`config.mk`:
```
export PLATFORM = sky130hd
export DESIGN_NAME = direct_sound_fifo_channel_flat
export DESIGN_NICKNAME = d
export VERILOG_FILES = /design/src/rtl/direct_sound_fifo_channel_if.sv /design/src/rtl/direct_sound_fifo_channel.sv /design/src/flat_wrapper.sv
export SDC_FILE = /design/constraint.sdc
export NUM_CORES = 1
export LEC_CHECK = 0
export CAP_MARGIN = 20
export CORE_MARGIN = 2
export CORE_UTILIZATION = 52
export DETAILED_ROUTE_END_ITERATION = 12
export PLACE_DENSITY = 0.76
export SYNTH_ARGS = -nofsm -noshare
export SYNTH_HDL_FRONTEND = slang
export SYNTH_SLANG_ARGS = --single-unit
```
`constraint.sdc`:
```
create_clock -name clock -period 4.67 [get_ports clock]
set_input_delay 0.934 -clock clock [delete_from_list [all_inputs] [get_ports clock]]
set_output_delay 0.934 -clock clock [all_outputs]
set_load 0.005 [all_outputs]
```
`src/rtl/direct_sound_fifo_channel_if.sv`:
```
// Purpose: bundles the FIFO write, playback control and output signals of one
//          Direct Sound channel.
// Ports:   master - register decode / DMA / timer side (drives writes and controls)
//          slave  - channel side (drives wave_l/wave_r, sound_req, level, flags)
interface direct_sound_fifo_channel_if #(
   parameter int unsigned DEPTH_WORDS = 8,
   parameter int unsigned NUM_TIMERS  = 2,
   parameter int unsigned OUT_W       = 24
);
   localparam int unsigned TSEL_W = $clog2(NUM_TIMERS);
   localparam int unsigned LVL_W  = $clog2(DEPTH_WORDS) + 1;

   logic                   fifo_wr;
   logic [31:0]            fifo_wdata;
   logic                   fifo_clear;
   logic [NUM_TIMERS-1:0]  timer_ovf;
   logic [TSEL_W-1:0]      timer_sel;
   logic                   vol_full;
   logic                   en_l;
   logic                   en_r;
   logic [OUT_W-1:0]       wave_l;
   logic [OUT_W-1:0]       wave_r;
   logic                   sound_req;
   logic [LVL_W-1:0]       level;
   logic                   overflow;
   logic                   underflow;

   modport master (
      output fifo_wr, fifo_wdata, fifo_clear, timer_ovf, timer_sel, vol_full, en_l, en_r,
      input  wave_l, wave_r, sound_req, level, overflow, underflow
   );

   modport slave (
      input  fifo_wr, fifo_wdata, fifo_clear, timer_ovf, timer_sel, vol_full, en_l, en_r,
      output wave_l, wave_r, sound_req, level, overflow, underflow
   );
endinterface

```
`src/rtl/direct_sound_fifo_channel.sv`:
```
// Purpose: one GBA Direct Sound channel. Buffers 32-bit writes in a circular
//          word FIFO, plays one signed byte per selected timer overflow, pulses a
//          DMA refill request at the low-water mark and drives scaled L/R outputs.
// Ports:   clock, reset (synchronous, active-low)
//          bus (slave) - fifo_wr/fifo_wdata/fifo_clear, timer_ovf/timer_sel,
//                        vol_full/en_l/en_r in; wave_l/wave_r, sound_req, level,
//                        overflow/underflow out
module direct_sound_fifo_channel #(
   parameter int unsigned DEPTH_WORDS = 8,
   parameter int unsigned REQ_LEVEL   = 4,
   parameter int unsigned NUM_TIMERS  = 2,
   parameter int unsigned OUT_W       = 24
) (
   input  logic                        clock,
   input  logic                        reset,
   direct_sound_fifo_channel_if.slave  bus
);
   localparam int unsigned PTR_W = $clog2(DEPTH_WORDS);
   localparam int unsigned LVL_W = $clog2(DEPTH_WORDS) + 1;

   logic [31:0]      mem_q [DEPTH_WORDS];
   logic [PTR_W-1:0] wr_ptr_q, wr_ptr_d;
   logic [PTR_W-1:0] rd_ptr_q, rd_ptr_d;
   logic [LVL_W-1:0] level_q, level_d;
   logic [1:0]       idx_q, idx_d;
   logic [7:0]       sample_q, sample_d;
   logic             sound_req_q, sound_req_d;
   logic             overflow_q, overflow_d;
   logic             underflow_q, underflow_d;

   logic             tick_c;
   logic             play_c;
   logic             retire_c;
   logic             mem_we_c;
   logic [31:0]      head_word_c;
   logic [7:0]       head_byte_c;

   assign tick_c      = bus.timer_ovf[bus.timer_sel];
   assign head_word_c = mem_q[rd_ptr_q];
   assign head_byte_c = head_word_c[{idx_q, 3'b000} +: 8];

   // Next-state: clear dominates; otherwise playback, retire and write combine.
   always_comb begin
      wr_ptr_d    = wr_ptr_q;
      rd_ptr_d    = rd_ptr_q;
      level_d     = level_q;
      idx_d       = idx_q;
      sample_d    = sample_q;
      sound_req_d = 1'b0;
      overflow_d  = overflow_q;
      underflow_d = underflow_q;
      play_c      = 1'b0;
      retire_c    = 1'b0;
      mem_we_c    = 1'b0;

      if (bus.fifo_clear) begin
         wr_ptr_d    = '0;
         rd_ptr_d    = '0;
         level_d     = '0;
         idx_d       = '0;
         overflow_d  = 1'b0;
         underflow_d = 1'b0;
      end else begin
         play_c   = tick_c && (level_q != '0);
         retire_c = play_c && (idx_q == 2'd3);
         // A retire frees the head slot this cycle, so a full FIFO still accepts.
         mem_we_c = bus.fifo_wr && ((level_q != LVL_W'(DEPTH_WORDS)) || retire_c);

         if (tick_c && (level_q == '0)) underflow_d = 1'b1;
         if (bus.fifo_wr && !mem_we_c)   overflow_d  = 1'b1;

         if (play_c) begin
            sample_d = head_byte_c;
            idx_d    = idx_q + 2'd1;
         end
         if (retire_c) rd_ptr_d = rd_ptr_q + PTR_W'(1);
         if (mem_we_c) wr_ptr_d = wr_ptr_q + PTR_W'(1);

         if (mem_we_c && !retire_c)      level_d = level_q + LVL_W'(1);
         else if (retire_c && !mem_we_c) level_d = level_q - LVL_W'(1);

         sound_req_d = retire_c && (level_d <= LVL_W'(REQ_LEVEL));
      end
   end

   // Control/state registers.
   always_ff @(posedge clock) begin
      if (!reset) begin
         wr_ptr_q    <= '0;
         rd_ptr_q    <= '0;
         level_q     <= '0;
         idx_q       <= '0;
         sample_q    <= '0;
         sound_req_q <= 1'b0;
         overflow_q  <= 1'b0;
         underflow_q <= 1'b0;
      end else begin
         wr_ptr_q    <= wr_ptr_d;
         rd_ptr_q    <= rd_ptr_d;
         level_q     <= level_d;
         idx_q       <= idx_d;
         sample_q    <= sample_d;
         sound_req_q <= sound_req_d;
         overflow_q  <= overflow_d;
         underflow_q <= underflow_d;
      end
   end

   // Sample storage; contents need no reset since level gates every read.
   always_ff @(posedge clock) begin
      if (reset && mem_we_c) mem_q[wr_ptr_q] <= bus.fifo_wdata;
   end

   // Output scaling: sample in the top byte, optional arithmetic halve.
   logic signed [OUT_W-1:0] wide_c;
   logic signed [OUT_W-1:0] scaled_c;

   always_comb begin
      wide_c     = {sample_q, {(OUT_W-8){1'b0}}};
      scaled_c   = bus.vol_full ? wide_c : (wide_c >>> 1);
      bus.wave_l = bus.en_l ? scaled_c : '0;
      bus.wave_r = bus.en_r ? scaled_c : '0;
   end

   assign bus.sound_req = sound_req_q;
   assign bus.level     = level_q;
   assign bus.overflow  = overflow_q;
   assign bus.underflow = underflow_q;
endmodule
```
`src/flat_wrapper.sv`:
```
// flat-port wrapper written by rule: the top's interface ports become plain ports
module direct_sound_fifo_channel_flat 
#(
   parameter int unsigned DEPTH_WORDS = 8,
   parameter int unsigned REQ_LEVEL   = 4,
   parameter int unsigned NUM_TIMERS  = 2,
   parameter int unsigned OUT_W       = 24
)
  (clock, reset, bus_fifo_wr, bus_fifo_wdata, bus_fifo_clear, bus_timer_ovf, bus_timer_sel, bus_vol_full, bus_en_l, bus_en_r, bus_wave_l, bus_wave_r, bus_sound_req, bus_level, bus_overflow, bus_underflow);
  direct_sound_fifo_channel_if #(.DEPTH_WORDS(DEPTH_WORDS), .NUM_TIMERS(NUM_TIMERS), .OUT_W(OUT_W)) bus_i ();
  input  logic clock;
  input  logic reset;
  input wire logic [$bits(bus_i.fifo_wr)-1:0] bus_fifo_wr;
  input wire logic [$bits(bus_i.fifo_wdata)-1:0] bus_fifo_wdata;
  input wire logic [$bits(bus_i.fifo_clear)-1:0] bus_fifo_clear;
  input wire logic [$bits(bus_i.timer_ovf)-1:0] bus_timer_ovf;
  input wire logic [$bits(bus_i.timer_sel)-1:0] bus_timer_sel;
  input wire logic [$bits(bus_i.vol_full)-1:0] bus_vol_full;
  input wire logic [$bits(bus_i.en_l)-1:0] bus_en_l;
  input wire logic [$bits(bus_i.en_r)-1:0] bus_en_r;
  output wire logic [$bits(bus_i.wave_l)-1:0] bus_wave_l;
  output wire logic [$bits(bus_i.wave_r)-1:0] bus_wave_r;
  output wire logic [$bits(bus_i.sound_req)-1:0] bus_sound_req;
  output wire logic [$bits(bus_i.level)-1:0] bus_level;
  output wire logic [$bits(bus_i.overflow)-1:0] bus_overflow;
  output wire logic [$bits(bus_i.underflow)-1:0] bus_underflow;
  assign bus_i.fifo_wr = bus_fifo_wr;
  assign bus_i.fifo_wdata = bus_fifo_wdata;
  assign bus_i.fifo_clear = bus_fifo_clear;
  assign bus_i.timer_ovf = bus_timer_ovf;
  assign bus_i.timer_sel = bus_timer_sel;
  assign bus_i.vol_full = bus_vol_full;
  assign bus_i.en_l = bus_en_l;
  assign bus_i.en_r = bus_en_r;
  assign bus_wave_l = bus_i.wave_l;
  assign bus_wave_r = bus_i.wave_r;
  assign bus_sound_req = bus_i.sound_req;
  assign bus_level = bus_i.level;
  assign bus_overflow = bus_i.overflow;
  assign bus_underflow = bus_i.underflow;
  direct_sound_fifo_channel #(.DEPTH_WORDS(DEPTH_WORDS), .REQ_LEVEL(REQ_LEVEL), .NUM_TIMERS(NUM_TIMERS), .OUT_W(OUT_W)) u_core (.clock(clock), .reset(reset), .bus(bus_i));
endmodule
```
### Word-level counts from Yosys, hierarchy flattened

Memory sizes are Yosys's and may differ from the RTL's. A register that Yosys moved wholly into a read port is not among the register bits.
Cells that the tools add are included.

* add/sub/neg operators: 5
* order comparisons: 2
* shift-type cells: 1
* equal/unequal tests: 2
* reduce and logical (&&, ||, !) cells: 16
* muxes and demuxes: 13
* bitwise operators: 2

Operators by type and width (number)
* two-way mux 24 bit: 2
* variable part select 32 x 6 -> 8 bit: 1
* two-way mux 23 bit: 1
* two-way mux 4 bit: 3
* logical AND 1 bit: 9
* adder 3 x 1 -> 3 bit (second input constant): 2
* two-way mux 3 bit: 2
* two-way mux 1 bit: 5
* adder 4 x 1 -> 4 bit (second input constant): 1
* less-or-equal comparator 4 x 3 -> 1 bit (second input constant): 1
* logical NOT 4 bit: 1
* inequality test 4 bit (second input constant): 1
* nonzero test 4 bit: 1
* subtractor 4 x 1 -> 4 bit (second input constant): 1
* adder 2 x 1 -> 2 bit (second input constant): 1
* equality test 2 bit (second input constant): 1
* logical NOT 1 bit: 2
* less-than comparator 1 x 2 -> 1 bit (second input constant): 1
* NOT 1 bit: 2
* AND reduction 2 bit: 1
* OR reduction 2 bit: 1
* logical OR 1 bit: 1

* input bits: 42
* memories kept: 1
* RAM bits: 256
* output and inout bits: 55
* register bits: 23
* word-level logic and storage cells: 50

Memories
* u_core.mem_q: words 8, bits a word 32, rd ports 1, clocked after Yosys merged registers in 1, write ports 1, RTL line direct_sound_fifo_channel.sv:21 `logic [31:0] mem_q [DEPTH_WORDS];`

### Logic depth before layout (Yosys ltp)

Gate-level depths: netlist of run 1.

* depth after elaboration: 13
* depth in mapped cells: 7
* depth with buffers taken out: 7

### Worst setup path before layout of run 1

No wires, ideal clock.

* kind: input port to flip-flop
* from: input port bus_timer_sel
* to: memory u_core.mem_q[1][0], enable pin
* setup time: 0.461 ns
* stages: 5
* data arrival time: 4.085 ns
* setup slack: 0.124 ns
* data required time: 4.209 ns
* cell sequence: mux2_2 and2_1 o21ai_1 or3_1 nor3_1

* cells in the longest elaborated chain, start to end: 10

RTL lines
* from (decl): RTL line flat_wrapper.sv:17 `input wire logic [$bits(bus_i.timer_sel)-1:0] bus_timer_sel;`
* two-way mux 1 bit (implied by the code) (2 in series): RTL line direct_sound_fifo_channel.sv:38 `assign tick_c = bus.timer_ovf[bus.timer_sel];`
* logical AND 1 bit: RTL line direct_sound_fifo_channel.sv:64 `play_c = tick_c && (level_q != '0);`
* logical AND 1 bit: RTL line direct_sound_fifo_channel.sv:65 `retire_c = play_c && (idx_q == 2'd3);`
* logical OR 1 bit: RTL line direct_sound_fifo_channel.sv:67 `mem_we_c = bus.fifo_wr && ((level_q != LVL_W'(DEPTH_WORDS)) || retire_c);`
* logical AND 1 bit: RTL line direct_sound_fifo_channel.sv:67
* two-way mux 1 bit: RTL line direct_sound_fifo_channel.sv:56 `if (bus.fifo_clear) begin`
* logical AND 1 bit: RTL line direct_sound_fifo_channel.sv:111 `if (reset && mem_we_c) mem_q[wr_ptr_q] <= bus.fifo_wdata;`
* two-way mux 1 bit: RTL line direct_sound_fifo_channel.sv:111
* two-way mux 1 bit (implied by the code): RTL line direct_sound_fifo_channel.sv:111
* to (decl): RTL line direct_sound_fifo_channel.sv:21

No other way between the ends. The select of a mux whose other input is x is not followed.

### Final worst setup path of run 1

* from: input port bus_vol_full
* to: output port bus_wave_r[18]

* cells in the longest elaborated chain, start to end: 2

RTL lines
* from (decl): RTL line flat_wrapper.sv:18 `input wire logic [$bits(bus_i.vol_full)-1:0] bus_vol_full;`
* two-way mux 23 bit: RTL line direct_sound_fifo_channel.sv:120 `scaled_c = bus.vol_full ? wide_c : (wide_c >>> 1);`
* two-way mux 24 bit: RTL line direct_sound_fifo_channel.sv:122 `bus.wave_r = bus.en_r ? scaled_c : '0;`
* to (decl): RTL line flat_wrapper.sv:22 `output wire logic [$bits(bus_i.wave_r)-1:0] bus_wave_r;`

No other way between the ends.

==> results of run 1 <==
synth_stat cells, drive strengths merged (7+ instances only):
cell | count | area [sq um]
buf | 41 | 285
nor2b | 16 | 100
a21oi | 14 | 70.1
mux4 | 64 | 1440
dfxtp | 26 | 521
clkbuf | 17 | 63.8
nand2 | 40 | 150
nor2 | 21 | 78.8
o211a | 7 | 70.1
edfxtp | 256 | 7690
o21ai | 12 | 60.1
mux2i | 19 | 190
o211ai | 8 | 60.1
a22oi | 9 | 67.6
nand3 | 9 | 45.0
routing by layer:
metal  part of all wire  global-route usage  vias up
li1                   -                   -     2529
met1               0.39               0.262     2955
met2               0.52               0.336      249
met3              0.062              0.0335       46
met4              0.027              0.0662        0
met5                  0                   0        -
worst max-delay path: cells and delay by family:
kind	cells	cell delay, ns
buf+inv	2	1.29
mux	1	0.18
simple gates	1	0.18
per-stage QoR:
step / instance area [sq um] / setup WS (ns) / util / power (mW)
final: 13100 / 1.15 / 0.607 / 4.91
after global routing: 13100 / 1.09 / 0.607 / 5.07
after CTS: 13100 / 1.15 / 0.607 / 4.95
after detailed placement: 12300 / 0.926 / 0.570 / 2.97
after global placement: 12300 / 1.02 / 0.570 / 2.96
after floorplan: 11400 / 0.124 / - / 2.90
cells in the final DEF, fill, tap and decap left out, types with 3 or more instances in the layout:
cell type / count
nor2_1: 15
o211a_1: 7
and3b_1: 4
dfxtp_1: 24
o21ai_0: 10
edfxtp_1: 256
clkdlybuf4s50_1: 66
clkbuf_16: 29
a22oi_1: 9
mux4_2: 64
o211ai_1: 8
xor2_1: 3
mux2i_1: 19
nand3_1: 9
and2_1: 3
xnor2_1: 5
nor3b_1: 3
nand2b_1: 4
nor2b_1: 16
conb_1: 30
ha_1: 5
nand2_1: 40
clkinv_1: 6
a21oi_1: 14
inv_1: 4
buf_4: 10
clkbuf_1: 8
buf_12: 4
clkinv_2: 6
nor2_4: 6
path summary, 6_finish.rpt:
path / cells past startpoint / from / slack (ns) / to
min: 2 / u_core.bus.overflow / 0.48 / u_core.bus.overflow
max reg2reg: 6 / u_core.idx_q[1] / 1.54 / u_core.mem_q[7][17]
min reg2reg: 2 / u_core.bus.overflow / 0.48 / u_core.bus.overflow
max: 4 / bus_vol_full / 1.15 / bus_wave_r[18]
report_power, final:
| part | internal, mW | switching [mW] |
|---|---|---|
| sequential | 2.77 | 0.00744 |
| clock | 1.13 | 0.866 |
| combinational | 0.0624 | 0.0809 |
registers in the layout, summed over array words and instances, names as in the netlist, named ones only:
signal                count
u_core.mem_q            256
u_core.rd_ptr_q           3
u_core.bus.underflow      1
u_core.bus.level          4
u_core.bus.sound_req      1
u_core.bus.overflow       1
u_core.wr_ptr_q           3
u_core.idx_q              2
u_core.sample_q           8
cells by family (layout without fill, tap and decap cells):
group,Yosys count,count (layout),synth area share
DFF,282,282,0.725
and+or+nand+nor,112,112,0.0504
muxes,85,85,0.146
buffers and inverters,63,134,0.0325
AOI/OAI and AO/OA,55,55,0.0346
xor gates and xnor gates,8,8,0.00619
adders and majority gates,5,5,0.00552
other,1,30,0.000331
cell type report:
class,instances,area [sq um]
well taps,280,350
clock inverters,12,57.6
fillers,1487,8490
repair buffers,80,816
inverters,5,18.8
clock buffers,37,756
multi-input cells,295,2920
flip-flops and latches,282,8210
==> results.sh, run 1 <==
export IMPL_min_path_type="reg2reg"
export IMPL_slew_limit_headroom=0.311
export IMPL_clk_pin_slew_worst_paths_ns=0.06
export IMPL_cts_sinks=282
export IMPL_setup_viol=0
export IMPL_syn_area_sq_mm=0.0113
export IMPL_critPathMaxStageDelay_ns=0.77
export IMPL_ant_nets=0
export IMPL_endpoint_kind="primary output"
export IMPL_async_flop_share=0
export IMPL_htree_num_levels=1
export IMPL_cts_tree="built"
export IMPL_slew_violations=0
export IMPL_portBuffers=66
export IMPL_worstSkewPairLatency_ns=0.54
export IMPL_die_width_microns=152
export IMPL_cp_start_kind="input port"
export IMPL_fin_crit_ns=3.52
export IMPL_viasPerCell=5.83
export IMPL_syn_instance_count=611
export IMPL_place_detailed_hpwl_microns=13500
export IMPL_hold_slack_ns=0.480
export IMPL_cellPowerDensity_mw_per_mm2=374
export IMPL_cts_hold_buf=0
export IMPL_worstPathArrival_ns=2.58
export IMPL_dr_pass1_iters=5
export IMPL_final_nets=739
export IMPL_drive_gt1_frac=0.184
export IMPL_die_h_microns=152
export IMPL_rsz0062_at_grt="no"
export IMPL_route_detailed_drc=0
export IMPL_cap_violations=0
export IMPL_grt_overflow_total=0
export IMPL_synth_enable_flop_cells=256
export IMPL_avgSynthCellArea_sq_um=18.5
export IMPL_ys_types=42
export IMPL_grt_pass1_wl_microns=33700
export IMPL_cp_max_fo=9
export IMPL_antenna_found_initial=0
export IMPL_cts_root_buf="clkbuf_16"
export IMPL_grt_total_usage=0.197
export IMPL_dp_cells=942
export IMPL_cp_required_ns=3.74
export IMPL_leakage_nw=4.27
export IMPL_vias=5779
export IMPL_cts_setup_buffers=0
export IMPL_grt_pass1_vias=5944
export IMPL_cts_buffers=28
export IMPL_start_util=0.524
export IMPL_ys_ff_latch=282
export IMPL_synth_seq_area_share=0.725
export IMPL_finalWirelength_microns=22100
export IMPL_grt_max_degree=35
export IMPL_fin_crit_sh=0.753
export IMPL_drt_iter0_markers=516
export IMPL_cts_resized=0
export IMPL_cpMostUsedCell="clkdlybuf4s50_1"
export IMPL_gp_congestion=0.795
export IMPL_instances_no_fill=991
export IMPL_yosysWarnings=0
export IMPL_hold_viol_final=0
export IMPL_num_rows=54
export IMPL_worst_pin_slew_ns=1.03
export IMPL_antennaDiodeCount=0
export IMPL_wl_per_cell_microns=22.3
export IMPL_fin_skew_ns=0.0175
export IMPL_cp_slowest_cell="clkdlybuf4s50_1"
export IMPL_worstSetupPathType="in2out"
export IMPL_tns_ns=0
export IMPL_dieArea_sq_mm=0.0230
export IMPL_coreArea_sq_mm=0.0216
export IMPL_area_delta_synth_final_pct=15.9
export IMPL_cts_buffer_depth=3
export IMPL_synth_ff_type="edfxtp_1"
export IMPL_max_freq_ghz=0.284
export IMPL_worstPathCellList="clkdlybuf4s50_1 > mux2i_1 > nor2b_1 > clkdlybuf4s50_1"
export IMPL_ir_worst_vdd_v=0.000287
export IMPL_status="completed"
export IMPL_num_io_pins=97
Note: power is estimated with default switching activity, not from simulation.
==> run 2, diff against run 1 <==
clock period = 2.8 ns   (was 4.67 ns; I/O delays follow)
==> run 2 against run 1 <==
Net effect: via count up 1.2%; routed wire length up 4.7%; combinational power up 80%; largest power group unchanged; critical path depth down 1; clock skew up 0.0010 ns.
==> results.sh, run 2 (synthesized netlist as in run 1, its figures left out) <==
export IMPL_layout_common_cells="edfxtp_1 (256), clkdlybuf4s50_1 (65), mux4_2 (64)"
export IMPL_portBuffers=66
export IMPL_fin_skew_ns=0.0186
export IMPL_worst_pin_slew_ns=0.876
export IMPL_timing_rr_end="u_core.mem_q[3][18]"
export IMPL_fin_crit_ns=2.42
export IMPL_clk_pin_slew_worst_paths_ns=0.06
export IMPL_grt_max_degree=48
export IMPL_cap_violations=0
export IMPL_cts_tree="built"
export IMPL_cp_max_fo=9
export IMPL_cts_buffer_depth=3
export IMPL_largest_register="u_core.mem_q"
export IMPL_cp_start_kind="input port"
export IMPL_ir_worst_vdd_v=0.000532
export IMPL_ant_nets=0
export IMPL_endpoint_kind="primary output"
export IMPL_num_io_pins=97
export IMPL_cts_sinks=282
export IMPL_largest_reg_flops=256
export IMPL_r2r_slack_ns=0.38
export IMPL_slew_violations=0
export IMPL_grt_overflow_total=0
export IMPL_cellPowerDensity_mw_per_mm2=628
export IMPL_cts_hold_buf=0
export IMPL_htree_num_levels=1
export IMPL_n_fill_cell=1510
export IMPL_gp_congestion=0.794
export IMPL_dp_slack_ns=-0.0142
export IMPL_grt_pass1_vias=5951
export IMPL_min_path_type="reg2reg"
export IMPL_wl_per_cell_microns=22.8
export IMPL_cts_buffers=28
export IMPL_viasPerCell=5.78
export IMPL_die_width_microns=152
export IMPL_setup_ws_ns=0.379
export IMPL_drt_iter0_markers=510
export IMPL_leakage_nw=4.42
export IMPL_start_util=0.524
export IMPL_finish_utilization=0.623
export IMPL_cts_root_buf="clkbuf_16"
export IMPL_fin_crit_sh=0.865
export IMPL_startpoint="bus_en_l"
export IMPL_worstRegToRegCells=8
export IMPL_dieArea_sq_mm=0.0230
export IMPL_antennaDiodeCount=0
export IMPL_die_h_microns=152
export IMPL_layout_commonest_cell="edfxtp_1"
export IMPL_setup_viol=0
export IMPL_grt_total_usage=0.206
export IMPL_drive_gt1_frac=0.209
export IMPL_coreArea_sq_mm=0.0216
export IMPL_final_nets=757
export IMPL_worstSkewPairLatency_ns=0.56
export IMPL_slew_limit_headroom=0.415
export IMPL_hold_viol_final=0
export IMPL_rr_startpoint="u_core.bus.level[0]"
export IMPL_cp_required_ns=2.24
export IMPL_max_freq_ghz=0.413
export IMPL_worstSetupPathType="in2out"
export IMPL_area_delta_synth_final_pct=18.8
export IMPL_finalWirelength_microns=23100
export IMPL_grt_pass1_wl_microns=34900
export IMPL_endpoint="bus_wave_l[19]"
export IMPL_antenna_found_initial=0
export IMPL_num_rows=54
export IMPL_rsz0062_at_grt="no"
export IMPL_dr_pass1_iters=5
export IMPL_vias=5851
export IMPL_status="completed"
export IMPL_route_detailed_drc=0
export IMPL_worstPathArrival_ns=1.86
export IMPL_place_detailed_hpwl_microns=14500
-- run 2: changes by cell type in the layout (fill, tap and decap cells not counted), sizes merged --
cell	delta
clkbuf	-3
clkdlybuf4s50	-1
bufinv	+2
clkinv	+4
buf	+18
dlymetal6s2s	+1
-- run 2: repair_timing --
item | 4_1_cts | 5_1_grt
setup buffers | 0 | 0
endpoints found under the setup margin | 0 | 2
gates resized for setup | 0 | 1
-- run 2: worst min-delay path by stage --
stage | start | to | cells after the start
5_1_grt | u_core.bus.overflow | u_core.bus.overflow | 2
3_3_place_gp | u_core.bus.overflow | u_core.bus.overflow | 2
4_1_cts | u_core.bus.overflow | u_core.bus.overflow | 2
6_report | u_core.bus.overflow | u_core.bus.overflow | 2
2_1_floorplan | u_core.rd_ptr_q[1] | flip-flop | 2
3_5_place_dp | u_core.bus.overflow | u_core.bus.overflow | 2
-- run 2: area by class of cell --
type | count | area, sq um | area share
timing repair buffer | 98 | 1070 | 0.0792
clock buffer | 34 | 723 | 0.0537
sequential | 282 | 8210 | 0.610
multi-input combinational | 295 | 2930 | 0.218
clock inverter | 18 | 161 | 0.0120
tap | 280 | 350 | 0.0260
inverter | 5 | 18.8 | 0.00139
-- run 2: layer usage --
layer  track usage  up-vias  routed length (microns)
li1              -     2577                        -
met1         0.276     3012                     9290
met2         0.357      220                    11800
met3        0.0278       42                     1290
met4        0.0579        0                      679
met5             0        -                        0
-- run 2: power by group --
group          total, mW  internal, mW  switching (mW)
Combinational      0.258         0.112           0.145
Sequential          4.63          4.61          0.0124
Clock               3.57          2.03            1.54
-- run 2: per-stage QoR --
stage	hold WS (ns)	instance area (sq um)	TNS, ns	power, mW	std cells
floorplan	0.454	11400	-122.55	4.83	640
global placement	0.456	12600	-1.39	4.96	960
detailed placement	0.464	12600	-0.835	4.97	960
CTS	0.478	13500	0	8.52	1012
global route	0.503	13500	0	8.71	1012
finish	0.480	13500	0	8.45	1012
-- run 2: critical path, stage by stage --
cell	delay (ns)
clkdlybuf4s50_1	0.60
nor2b_1	0.18
clkdlybuf4s50_1	0.52
